$ cat src/rtl/approx_wallace_product_accumulator.sv
// Block accumulator for approximate Wallace tree products with a valid/ready result port.
// Define APPROX_ACC_SAT_EN to saturate on overflow instead of wrapping.
module approx_wallace_product_accumulator #(
  parameter int ACC_W     = 24,
  parameter int BLOCK_LEN = 16
) (
  input  logic             clk,
  input  logic             rst_n,
  input  logic [15:0]      prod_i,
  input  logic             prod_valid_i,
  output logic             prod_ready_o,
  input  logic             clear_i,
  output logic [ACC_W-1:0] acc_o,
  output logic             acc_valid_o,
  input  logic             acc_ready_i,
  output logic [7:0]       count_o,
  output logic             ovf_o
);

  typedef enum logic [1:0] {
    IDLE  = 2'd0,
    ACCUM = 2'd1,
    DONE  = 2'd2
  } state_t;

  localparam logic [7:0] BLEN = 8'(BLOCK_LEN);

  state_t           state_q, state_d;
  logic [ACC_W-1:0] acc_q, acc_d;
  logic [7:0]       cnt_q, cnt_d;
  logic             ovf_q, ovf_d;

  logic             accept;
  logic [7:0]       cnt_inc;
  logic [ACC_W:0]   sum;
  logic [ACC_W-1:0] acc_nxt;

  assign prod_ready_o = (state_q != DONE) & ~clear_i;
  assign accept       = prod_valid_i & prod_ready_o;
  assign cnt_inc      = cnt_q + 8'd1;
  assign sum          = {1'b0, acc_q}
                      + {{(ACC_W-15){1'b0}}, prod_i};

`ifdef APPROX_ACC_SAT_EN
  assign acc_nxt = sum[ACC_W] ? {ACC_W{1'b1}}
                              : sum[ACC_W-1:0];
`else
  assign acc_nxt = sum[ACC_W-1:0];
`endif

  always_comb begin
    state_d = state_q;
    acc_d   = acc_q;
    cnt_d   = cnt_q;
    ovf_d   = ovf_q;
    if (clear_i) begin
      state_d = IDLE;
      acc_d   = '0;
      cnt_d   = '0;
      ovf_d   = 1'b0;
    end else begin
      unique case (state_q)
        IDLE, ACCUM: begin
          if (accept) begin
            acc_d   = acc_nxt;
            cnt_d   = cnt_inc;
            ovf_d   = ovf_q | sum[ACC_W];
            state_d = (cnt_inc == BLEN) ? DONE : ACCUM;
          end
        end
        DONE: begin
          if (acc_ready_i) begin
            state_d = IDLE;
            acc_d   = '0;
            cnt_d   = '0;
            ovf_d   = 1'b0;
          end
        end
        default: begin
          state_d = IDLE;
          acc_d   = '0;
          cnt_d   = '0;
          ovf_d   = 1'b0;
        end
      endcase
    end
  end

  always_ff @(posedge clk or negedge rst_n) begin
    if (!rst_n) begin
      state_q <= IDLE;
      acc_q   <= '0;
      cnt_q   <= '0;
      ovf_q   <= 1'b0;
    end else begin
      state_q <= state_d;
      acc_q   <= acc_d;
      cnt_q   <= cnt_d;
      ovf_q   <= ovf_d;
    end
  end

  assign acc_o       = acc_q;
  assign acc_valid_o = (state_q == DONE);
  assign count_o     = cnt_q;
  assign ovf_o       = ovf_q;

endmodule
$ cat config.mk
export PLATFORM = sky130hd
export DESIGN_NAME = approx_wallace_product_accumulator
export DESIGN_NICKNAME = d
export VERILOG_FILES = /design/src/rtl/approx_wallace_product_accumulator.sv
export SDC_FILE = /design/constraint.sdc
export NUM_CORES = 1
export LEC_CHECK = 0
export BUFFER_PORTS_ARGS = -buffer_cell sky130_fd_sc_hd__buf_2
export CAP_MARGIN = 20
export CORE_UTILIZATION = 40
export CTS_CLUSTER_DIAMETER = 30
export DETAILED_ROUTE_END_ITERATION = 10
export PLACE_DENSITY = 0.68
export SKIP_LAST_GASP = 1
export SLEW_MARGIN = 20
export SYNTH_ARGS = -nofsm -noshare
export SYNTH_HDL_FRONTEND = slang
export SYNTH_SLANG_ARGS = --single-unit
$ cat constraint.sdc
create_clock -name clk -period 4.6 [get_ports clk]
set_clock_uncertainty 0.1 [all_clocks]
set_input_delay 0.46 -clock clk [delete_from_list [all_inputs] [get_ports clk]]
set_output_delay 0.46 -clock clk [all_outputs]
set_load 0.01 [all_outputs]
==> summary.md, run 1 <==
| Metric | Value |
|---|---|
| Status | `completed` |
| Static leakage power | `1.507 nW` |
| Number of global-route vias before repair | `2061` |
| Postcts setup bufs | `0` |
| Final wirelength | `6008 microns` |
| Ys flop type | `dfrtp_1` |
| Worst slew margin | `28.99%` |
| CTS tree | `built` |
| IO buf count | `55` |
| Pins Over Slew Limit | `0` |
| Commonest non-fill, non-tap cell in the layout | `buf_2` |
| P per Cell Area | `309.3 nW/um^2` |
| Worst R2R End | `acc_o[11]$_DFFE_PN0P_` |
| DP Worst Slack | `1996 ps` |
| Unique masters post-synth | `51` |
| Final setup TNS | `0 ps` |
| Overall die height | `80.60 microns` |
| Total grt overflow | `0` |
| Min Tclk post-route | `2446 ps` |
| Worst r2r src | `acc_o[1]$_DFFE_PN0P_` |
| WP data arrival | `2540 ps` |
| Routed vias/inst | `5.582` |
| Drt wl/cell | `14.51 microns` |
| Power, Total | `896.2 uW` |
| Worst setup EP type | `register` |
| # fillers | `599` |
| DR pass1 iterations | `4` |
| Max FO, Critical Path | `5` |
| R2R cell count | `7` |
| WP data required | `4690 ps` |
| Layout Area Growth over Synthesis | `17.27%` |
| Core area | `5956 sq um` |
| Hold Buf Count CTS | `0` |
| Sw Share | `36.76%` |
| CTS-repair resized insts | `0` |
| H-tree depth | `2` |
| CP Launch Type | `register` |
| Largest net degree at the start of global routing | `36` |
| # placed instances | `406` |
| Combinational Power Share | `34.6%` |
| RSZ-0062 raised after global routing | `false` |
| #FFs+latches synth | `35` |
| Share of power burned in the clock network | `25.4%` |
| Max IR drop VDD | `0.0001496 V` |
| Row cnt | `28` |
| Initial DRC count | `118` |
| Async SR Flop Fraction | `100.0%` |
| DP HPWL | `4365 microns` |
| Worst Hold Slack | `129.8 ps` |
| Final worst-path cycle share | `53.17%` |
| Final cell count without fillers | `414` |
| Setup-failing EPs final | `0` |
| Num CTS Buffers | `5` |
| Worst setup slack after layout | `2154 ps` |
| Top-Level Pins | `56` |
| DR vias | `2311` |
| Antenna cell count | `0` |
| Mapped Area | `2471 sq um` |
| Die footprint | `6496 sq um` |
| Max-cap violations | `0` |
| All-Layer GR Usage | `19.41%` |
| Initial Util | `41.49%` |
| First-pass GRT wire length | `9715 microns` |
| Mapped Cells | `283` |
| Syn Area/Cell | `8.732 sq um` |
| Clock tree buffer depth | `2` |
| Synthesized Nets | `322` |
| Tightest Pin Transition | `1065 ps` |
| Post-synthesis sequential area ratio | `35.44%` |
| # DRC | `0` |
| Clk sinks | `35` |
| Flop pwr share | `40.1%` |
| Later-pin clock latency in the skew report | `290 ps` |
| Yosys warning count | `0` |
| Crit path kind | `reg -> reg` |
| Net switching power | `329.4 uW` |
| Die width | `80.60 microns` |
| FF-to-FF setup slack | `2150 ps` |
| Number of flops mapped to enable cells by yosys | `0` |
| Clock transition at path regs | `80 ps` |
| Final hold violations | `0` |
| Post-layout nets | `377` |
| Cell-internal power | `566.8 uW` |
| Root Driver | `clkbuf_8` |
| Placer congestion estimate | `0.9182` |
| Hold Path Class | `in -> async` |
| Max Fclk | `408.8 MHz` |
| Initial antenna violation count | `0` |
| DRT antenna net count | `0` |
| Proportion of layout cells with a drive suffix above 1 | `21.53%` |
| Commonest non-fill, non-tap cells in the layout | `buf_2, nand2_1, dfrtp_1, o21ai_0, ha_1` |
==> sequential cells by signal, summed over array words and instances (netlist names) <==
name	count
state_q	2
ovf_o	1
acc_o	24
count_o	8
==> cell type report <==
cell class,count,area [sq um],share of cell area (%)
clock buffer,6,72.57,2.504
clock inverter,2,12.51,0.4318
inverter,7,26.28,0.9067
multi-input combinational,234,1541,53.20
sequential,35,875.8,30.22
tap,75,93.84,3.238
timing repair buffer,55,275.3,9.499
==> routing by layer <==
metal  wire, microns  track usage [%]  vias to the layer above
li1                -                -                     1158
met1            2877            26.82                     1092
met2            2796            30.34                       54
met3             251            3.864                        7
met4              83            5.714                        0
met5               0                0                        -
==> logic make-up after synthesis <==
| kind of cell | Yosys count | share of synthesized area [%] |
|---|---|---|
| multiplexers | 7 | 2.886 |
| AND/OR/NAND/NOR | 110 | 22.89 |
| buffers and inverters | 14 | 2.177 |
| AO/OA/AOI/OAI | 86 | 22.58 |
| adder cells (fa/ha/maj) | 18 | 9.418 |
| flip-flops | 35 | 35.44 |
| XOR/XNOR | 13 | 4.608 |
==> stage by stage <==
step                instance area [sq um]  utilization (%)
finish                               2898            48.66
detailed placement                   2813            47.23
CTS                                  2898            48.66
global placement                     2813            47.23
floorplan                            2471                -
global route                         2898            48.66
==> how the worst max path moves through the flow <==
stage          depth (start not counted)               endpoint                  from  slack [ps]
6_report                               7  acc_o[11]$_DFFE_PN0P_  acc_o[1]$_DFFE_PN0P_        2150
2_1_floorplan                          8  acc_o[20]$_DFFE_PN0P_             prod_i[0]        2270
4_1_cts                                8  acc_o[22]$_DFFE_PN0P_  acc_o[0]$_DFFE_PN0P_        2140
5_1_grt                                7  acc_o[17]$_DFFE_PN0P_  acc_o[1]$_DFFE_PN0P_        2000
3_5_place_dp                           9  acc_o[22]$_DFFE_PN0P_             prod_i[0]        2000
3_3_place_gp                           9  acc_o[20]$_DFFE_PN0P_             prod_i[0]        2040
==> power groups by stage <==
stage | clock (mW) | combinational [mW] | sequential [mW]
after floorplan | 0 | 0.207 | 0.373
after global placement | 0 | 0.304 | 0.364
after detailed placement | 0 | 0.307 | 0.365
after CTS | 0.229 | 0.309 | 0.360
after global routing | 0.245 | 0.347 | 0.363
final | 0.227 | 0.310 | 0.359
==> worst max-delay path: stages, from the launching register on <==
cell	delay, ps
dfrtp_1	430
ha_1	300
a21o_1	130
nand4_1	150
a211oi_1	660
o21bai_1	150
and3_1	210
o31ai_1	210
==> cells in the mapped netlist (3+ instances only) <==
cell	number	area share, %
a21o_1	8	2.4
a21oi_1	16	3.2
a22o_1	5	1.8
a31oi_1	4	1.0
and3_1	10	2.5
clkbuf_1	6	0.91
dfrtp_1	35	35
ha_1	17	8.6
inv_1	7	1.1
mux2i_1	6	2.4
nand2_1	44	6.7
nand2b_1	4	1.0
nand3_1	6	1.2
nand4_1	6	1.5
nor2_1	12	1.8
nor3_1	6	1.2
nor3b_1	3	0.91
nor4_1	3	0.76
o2111ai_1	4	1.4
o21ai_0	30	6.1
or3_1	3	0.76
xnor2_1	5	1.8
xor2_1	8	2.8
Note: power is estimated with default switching activity, not from simulation.
==> run 2, diff against run 1 <==
==> constraint.sdc (replaced) <==
create_clock -name clk -period 2.43 [get_ports clk]
set_clock_uncertainty 0.1 [all_clocks]
set_input_delay 0.243 -clock clk [delete_from_list [all_inputs] [get_ports clk]]
set_output_delay 0.243 -clock clk [all_outputs]
set_load 0.01 [all_outputs]
==> summary.md, run 2 (synthesis gave the netlist of run 1 again) <==
| Metric | Value |
|---|---|
| CP peak stage delay | `410 ps (was 660 ps)` |
| Row cnt | `28 (unchanged)` |
| Proportion of layout cells with a drive suffix above 1 | `25.21% (was 21.53%)` |
| IO buf count | `55 (unchanged)` |
| Share of power burned in the clock network | `24.7% (was 25.4%)` |
| Layout Area Growth over Synthesis | `21.92% (was 17.27%)` |
| Multi-input gate area | `1579 sq um (was 1541 sq um)` |
| Design area | `3013 sq um (was 2898 sq um)` |
| Commonest non-fill, non-tap cell in the layout | `buf_2 (unchanged)` |
| Die footprint | `6496 sq um (unchanged)` |
| Reg area | `875.8 sq um (unchanged)` |
| Root Driver | `clkbuf_8 (unchanged)` |
| CP Cell Sequence | `ha_2, a21oi_2, o21ai_0, a221o_1, a311oi_4, mux2i_1, nand2_1 (was ha_1, a21o_1, nand4_1, a211oi_1, o21bai_1, and3_1, o31ai_1)` |
| Cell-internal power | `1.104 mW (was 566.8 uW)` |
| Worst r2r src | `acc_o[10]$_DFFE_PN0P_ (was acc_o[1]$_DFFE_PN0P_)` |
| Clock transition at path regs | `80 ps (about the same)` |
| DR vias | `2362 (was 2311)` |
| CP Launch Type | `register (unchanged)` |
| Setup-failing EPs final | `0 (unchanged)` |
| Placer congestion estimate | `0.9394 (was 0.9182)` |
| Min Tclk post-route | `2336 ps (was 2446 ps)` |
| Static leakage power | `1.551 nW (was 1.507 nW)` |
| All-Layer GR Usage | `19.77% (was 19.41%)` |
| Worst setup EP type | `register (unchanged)` |
| Routed vias/inst | `5.571 (was 5.582)` |
| R2R cell count | `7 (unchanged)` |
| Later-pin clock latency in the skew report | `300 ps (was 290 ps)` |
| WP data arrival | `2420 ps (was 2540 ps)` |
| Critical-path top delay cell | `dfrtp_1 (was a211oi_1)` |
| DP Worst Slack | `23.43 ps (was 1996 ps)` |
| Max FO, Critical Path | `8 (was 5)` |
| Initial antenna violation count | `0 (unchanged)` |
| Num CTS Buffers | `5 (unchanged)` |
| Hold EP | `state_q[1]$_DFFE_PN0P_` |
| Combinational Power Share | `36.5% (was 34.6%)` |
| Clk sinks | `35 (unchanged)` |
| Total grt overflow | `0 (unchanged)` |
| Number of global-route vias before repair | `2170 (was 2061)` |
| Final wirelength | `6126 microns (was 6008 microns)` |
| # DRC | `0 (unchanged)` |
| Initial Util | `41.49% (unchanged)` |
| Sw Share | `36.87% (was 36.76%)` |
| # fillers | `588 (was 599)` |
| Pins Over Slew Limit | `0 (unchanged)` |
| Max IR drop VDD | `0.0003143 V (was 0.0001496 V)` |
| Core area | `5956 sq um (unchanged)` |
| DRT antenna net count | `0 (unchanged)` |
| Crit path kind | `reg -> reg (unchanged)` |
| Overall die height | `80.60 microns (unchanged)` |
| Placed inst area | `2873 sq um (was 2813 sq um)` |
| Hold Path Class | `in -> reg (was in -> async)` |
| DP HPWL | `4542 microns (was 4365 microns)` |
| Drt wl/cell | `14.45 microns (was 14.51 microns)` |
| Worst R2R End | `acc_o[19]$_DFFE_PN0P_ (was acc_o[11]$_DFFE_PN0P_)` |
| Hold path startpoint | `acc_ready_i` |
| Max-cap violations | `0 (unchanged)` |
| Antenna cell count | `0 (unchanged)` |
| Net switching power | `644.7 uW (was 329.4 uW)` |
| Max FFs per register | `24 (unchanged)` |
| Max Fclk | `428.1 MHz (was 408.8 MHz)` |
| Commonest non-fill, non-tap cells in the layout | `buf_2, nand2_1, dfrtp_1, o21ai_0, a21oi_1 (was buf_2, nand2_1, dfrtp_1, o21ai_0, ha_1)` |
| DR pass1 iterations | `4 (unchanged)` |
| Final hold violations | `0 (unchanged)` |
| Tightest Pin Transition | `802.8 ps (was 1065 ps)` |
| Hold depth | `3` |
| Flop pwr share | `38.8% (was 40.1%)` |
| H-tree depth | `2 (unchanged)` |
| FF-to-FF setup slack | `90 ps (was 2150 ps)` |
| Worst slew margin | `46.48% (was 28.99%)` |
| Clock tree buffer depth | `2 (unchanged)` |
| P per Cell Area | `580.4 nW/um^2 (was 309.3 nW/um^2)` |
| Die width | `80.60 microns (unchanged)` |
| Post-layout nets | `387 (was 377)` |
| Initial DRC count | `120 (was 118)` |
| Top-Level Pins | `56 (unchanged)` |
| Worst setup slack after layout | `94.23 ps (was 2154 ps)` |
| Final worst-path cycle share | `96.12% (was 53.17%)` |
| WP data required | `2510 ps (was 4690 ps)` |
| Largest net degree at the start of global routing | `36 (unchanged)` |
| Status | `completed (unchanged)` |
| CTS tree | `built (unchanged)` |
| First-pass GRT wire length | `9949 microns (was 9715 microns)` |
-- run 2: cell types whose count changed in the layout (fill, tap and decap cells not counted), moves of 2 or more --
cell     delta
buf_4       +9
ha_2        +2
o21ai_0     -3
ha_1        -2
o21ai_1     +3
-- run 2: final cells by class --
type	instances	share of cell area (%)
Clock buffer	6	2.409
Clock inverter	2	0.4153
Inverter	7	0.8721
Multi-Input combinational cell	234	52.41
Sequential cell	35	29.07
Tap cell	75	3.115
Timing Repair Buffer	65	11.71
-- run 2: critical path: cells and delay by family, from the launching register on --
kind,cells,cell delay (ps)
compound gates,4,1100
mux,1,220
flops,1,410
fa+ha+maj,1,330
simple gates,1,70
-- run 2: power groups by stage --
| stage | clock, mW | combinational [mW] | sequential (mW) |
|---|---|---|---|
| 2_1_floorplan | 0 | 0.392 | 0.705 |
| 3_3_place_gp | 0 | 0.600 | 0.687 |
| 3_5_place_dp | 0 | 0.612 | 0.689 |
| 4_1_cts | 0.439 | 0.616 | 0.678 |
| 5_1_grt | 0.465 | 0.708 | 0.684 |
| 6_report | 0.432 | 0.639 | 0.678 |
-- run 2: worst max path at each step --
stage,slack [ps],start,cells after the start,endpoint
floorplan,140,acc_o[0]$_DFFE_PN0P_,8,acc_o[20]$_DFFE_PN0P_
global placement,60,acc_o[0]$_DFFE_PN0P_,8,acc_o[20]$_DFFE_PN0P_
detailed placement,20,acc_o[0]$_DFFE_PN0P_,8,acc_o[20]$_DFFE_PN0P_
CTS,-5,acc_o[0]$_DFFE_PN0P_,8,acc_o[18]$_DFFE_PN0P_
global route,-20,acc_o[10]$_DFFE_PN0P_,7,acc_o[19]$_DFFE_PN0P_
finish,90,acc_o[10]$_DFFE_PN0P_,7,acc_o[19]$_DFFE_PN0P_
-- run 2: metal layers --
layer  part of all wire, %  global-route usage, %
met1                    48                  26.77
met2                    46                  31.27
met3                   4.6                  4.318
met4                   1.4                  5.893
met5                     0                      0
-- run 2: per-stage QoR --
step	hold WS, ps	power, mW	setup TNS, ps	utilization (%)	cells
finish	193.7	1.749	0	50.59	424
global route	211.3	1.858	-22.15	50.59	424
CTS	186.0	1.733	-13.84	49.94	423
detailed placement	286.8	1.301	0	48.24	414
global placement	279.1	1.287	0	48.24	414
floorplan	-152.6	1.098	0	-	283
-- run 2: repair_timing --
| item | CTS | global route |
|---|---|---|
| resized for setup | 1 | 9 |
| pin swaps | 0 | 2 |
| buffers inserted | 0 | 1 |
| endpoints found under the hold margin | 35 | 0 |
| hold buffers | 1 | 0 |
| setup endpoints to repair | 1 | 9 |
==> run 3, diff against run 2 <==
==> constraint.sdc (replaced) <==
create_clock -name clk -period 2.5 [get_ports clk]
set_clock_uncertainty 0.1 [all_clocks]
set_input_delay 0.25 -clock clk [delete_from_list [all_inputs] [get_ports clk]]
set_output_delay 0.25 -clock clk [all_outputs]
set_load 0.01 [all_outputs]
==> summary.md, run 3 (synthesis gave the netlist of run 1 again) <==
| Metric | Value |
|---|---|
| Reg area | `875.8 sq um (unchanged)` |
| Max Fclk | `422.7 MHz (was 428.1 MHz)` |
| Post-layout nets | `385 (was 387)` |
| Die footprint | `6496 sq um (unchanged)` |
| Crit path kind | `reg -> reg (unchanged)` |
| Root Driver | `clkbuf_8 (unchanged)` |
| DR vias | `2341 (was 2362)` |
| WP data arrival | `2480 ps (was 2420 ps)` |
| Final worst-path cycle share | `94.64% (was 96.12%)` |
| Antenna cell count | `0 (unchanged)` |
| Clk sinks | `35 (unchanged)` |
| Row cnt | `28 (unchanged)` |
| Max-cap violations | `0 (unchanged)` |
| Flop pwr share | `38.0% (was 38.8%)` |
| DP HPWL | `4543 microns (was 4542 microns)` |
| RSZ-0062 raised after global routing | `false` |
| Pins Over Slew Limit | `0 (unchanged)` |
| Clock transition at path regs | `80 ps (about the same)` |
| Status | `completed (unchanged)` |
| Top-Level Pins | `56 (unchanged)` |
| Later-pin clock latency in the skew report | `300 ps (about the same)` |
| Num CTS Buffers | `5 (unchanged)` |
| Initial antenna violation count | `0 (unchanged)` |
| Core area | `5956 sq um (unchanged)` |
| # placed instances | `413 (was 414)` |
| Cell-internal power | `1.118 mW (was 1.104 mW)` |
| Initial Util | `41.49% (unchanged)` |
| Postcts setup bufs | `0 (unchanged)` |
| Drt wl/cell | `14.68 microns (was 14.45 microns)` |
| Initial DRC count | `152 (was 120)` |
| CP peak stage delay | `400 ps (was 410 ps)` |
| First-pass GRT wire length | `9708 microns (was 9949 microns)` |
| # fillers | `596 (was 588)` |
| Worst setup EP type | `register (unchanged)` |
| DRT antenna net count | `0 (unchanged)` |
| Min Tclk post-route | `2366 ps (was 2336 ps)` |
| Layout Area Growth over Synthesis | `21.32% (was 21.92%)` |
| H-tree depth | `2 (unchanged)` |
| P per Cell Area | `579.0 nW/um^2 (was 580.4 nW/um^2)` |
| Placer congestion estimate | `0.9293 (was 0.9394)` |
| Routed vias/inst | `5.547 (was 5.571)` |
| Worst setup slack after layout | `134.1 ps (was 94.23 ps)` |
| Overall die height | `80.60 microns (unchanged)` |
| Commonest non-fill, non-tap cells in the layout | `buf_2, nand2_1, dfrtp_1, o21ai_0 (was buf_2, nand2_1, dfrtp_1, o21ai_0, a21oi_1)` |
| Number of global-route vias before repair | `2164 (was 2170)` |
| Max IR drop VDD | `0.0002694 V (was 0.0003143 V)` |
| WP data required | `2610 ps (was 2510 ps)` |
| Proportion of layout cells with a drive suffix above 1 | `24.50% (was 25.21%)` |
| DR pass1 iterations | `4 (unchanged)` |
| IO buf count | `55 (unchanged)` |
| Tightest Pin Transition | `796.6 ps (was 802.8 ps)` |
| DP Worst Slack | `58.37 ps (was 23.43 ps)` |
| Final cell count without fillers | `422 (was 424)` |
| Critical-path top delay cell | `dfrtp_1 (unchanged)` |
| Power, Total | `1.736 mW (was 1.749 mW)` |
| All-Layer GR Usage | `19.65% (was 19.77%)` |
| Hold Path Class | `in -> reg (unchanged)` |
| Total grt overflow | `0 (unchanged)` |
| Commonest non-fill, non-tap cell in the layout | `buf_2 (unchanged)` |
| Sw Share | `35.62% (was 36.87%)` |
| Worst slew margin | `46.90% (was 46.48%)` |
| # DRC | `0 (unchanged)` |
| CTS tree | `built (unchanged)` |
| Static leakage power | `1.550 nW (was 1.551 nW)` |
| Max FFs per register | `24 (unchanged)` |
| Share of power burned in the clock network | `27.3% (was 24.7%)` |
| Largest net degree at the start of global routing | `36 (unchanged)` |
| CP Cell Sequence | `ha_1, fa_2, nand3_1, a21oi_1, or2_4, o211a_4, o2111ai_2, mux2i_1 (was ha_2, a21oi_2, o21ai_0, a221o_1, a311oi_4, mux2i_1, nand2_1)` |
| Combinational Power Share | `34.6% (was 36.5%)` |
| Final setup TNS | `0 ps (unchanged)` |
| Die width | `80.60 microns (unchanged)` |
| Multi-input gate area | `1560 sq um (was 1579 sq um)` |
| Setup-failing EPs final | `0 (unchanged)` |
| Max FO, Critical Path | `5 (was 8)` |
| Final wirelength | `6196 microns (was 6126 microns)` |
| Clock tree buffer depth | `2 (unchanged)` |
| CP Launch Type | `register (unchanged)` |
| Final hold violations | `0 (unchanged)` |
| Net switching power | `618.3 uW (was 644.7 uW)` |
==> run 3: cell types whose count changed in the layout (fill, tap and decap cells not counted) <==
cell,delta
ha_2,-1
clkinv_2,-1
ha_1,+1
a311oi_4,-1
clkbuf_8,+2
nand3_2,-1
buf_4,-2
o21ai_1,-1
a311oi_2,+1
nand3_1,+1
clkbuf_1,-1
o21ai_0,+1
==> run 3: routing by layer <==
metal / GRT usage (%) / share of wire (%) / wire (microns)
met5: 0 / 0 / 0
met4: 8.036 / 1.6 / 102
met3: 4.205 / 4.0 / 248
met2: 31.44 / 47 / 2892
met1: 25.51 / 48 / 2952
==> run 3: worst paths after layout <==
check,start,endpoint,slack (ps),cells after the start
worst min-delay path,acc_ready_i,state_q[1]$_DFFE_PN0P_,200,3
worst max-delay path,acc_o[0]$_DFFE_PN0P_,acc_o[20]$_DFFE_PN0P_,130,8
worst max register to register,acc_o[0]$_DFFE_PN0P_,acc_o[20]$_DFFE_PN0P_,130,8
min in group asynchronous,rst_n,acc_o[12]$_DFFE_PN0P_,480,2
worst min register to register,acc_o[3]$_DFFE_PN0P_,acc_o[3]$_DFFE_PN0P_,410,2
max in group asynchronous,rst_n,acc_o[1]$_DFFE_PN0P_,1320,2
==> run 3: power groups by stage <==
stage	Sequential, mW	Combinational, mW	Clock, mW
3_3_place_gp	0.668	0.578	0
2_1_floorplan	0.686	0.381	0
6_report	0.660	0.601	0.475
3_5_place_dp	0.670	0.589	0
4_1_cts	0.660	0.592	0.486
5_1_grt	0.667	0.661	0.503
==> run 3: final cells by class <==
cell class,count,share of cell area [%]
multi-input cells,234,52.05
flip-flops and latches,35,29.22
repair buffers,63,11.27
clock buffers,7,3.214
well taps,75,3.130
inverters,7,0.8765
clock inverters,1,0.2504
==> run 3: critical path: cells and delay by family, from the launching register on <==
| kind | cells | cell delay [ps] |
|---|---|---|
| simple gates | 2 | 410 |
| compound gates | 3 | 570 |
| mux | 1 | 220 |
| flops | 1 | 400 |
| fa+ha+maj | 2 | 590 |
==> run 3: what timing repair did <==
| item | CTS | global route |
|---|---|---|
| hold endpoints to repair | 35 | 0 |
| gates resized for setup | 0 | 6 |
| hold buffers | 1 | 0 |
| setup endpoints to repair | 0 | 5 |
==> run 3: metrics by stage <==
| stage | area [sq um] | hold WS (ps) | utilization [%] |
|---|---|---|---|
| 3_5_place_dp | 2865 | 290.8 | 48.11 |
| 2_1_floorplan | 2471 | -145.6 | - |
| 3_3_place_gp | 2865 | 286.0 | 48.11 |
| 6_report | 2998 | 195.1 | 50.34 |
| 5_1_grt | 2998 | 221.1 | 50.34 |
| 4_1_cts | 2979 | 190.6 | 50.02 |
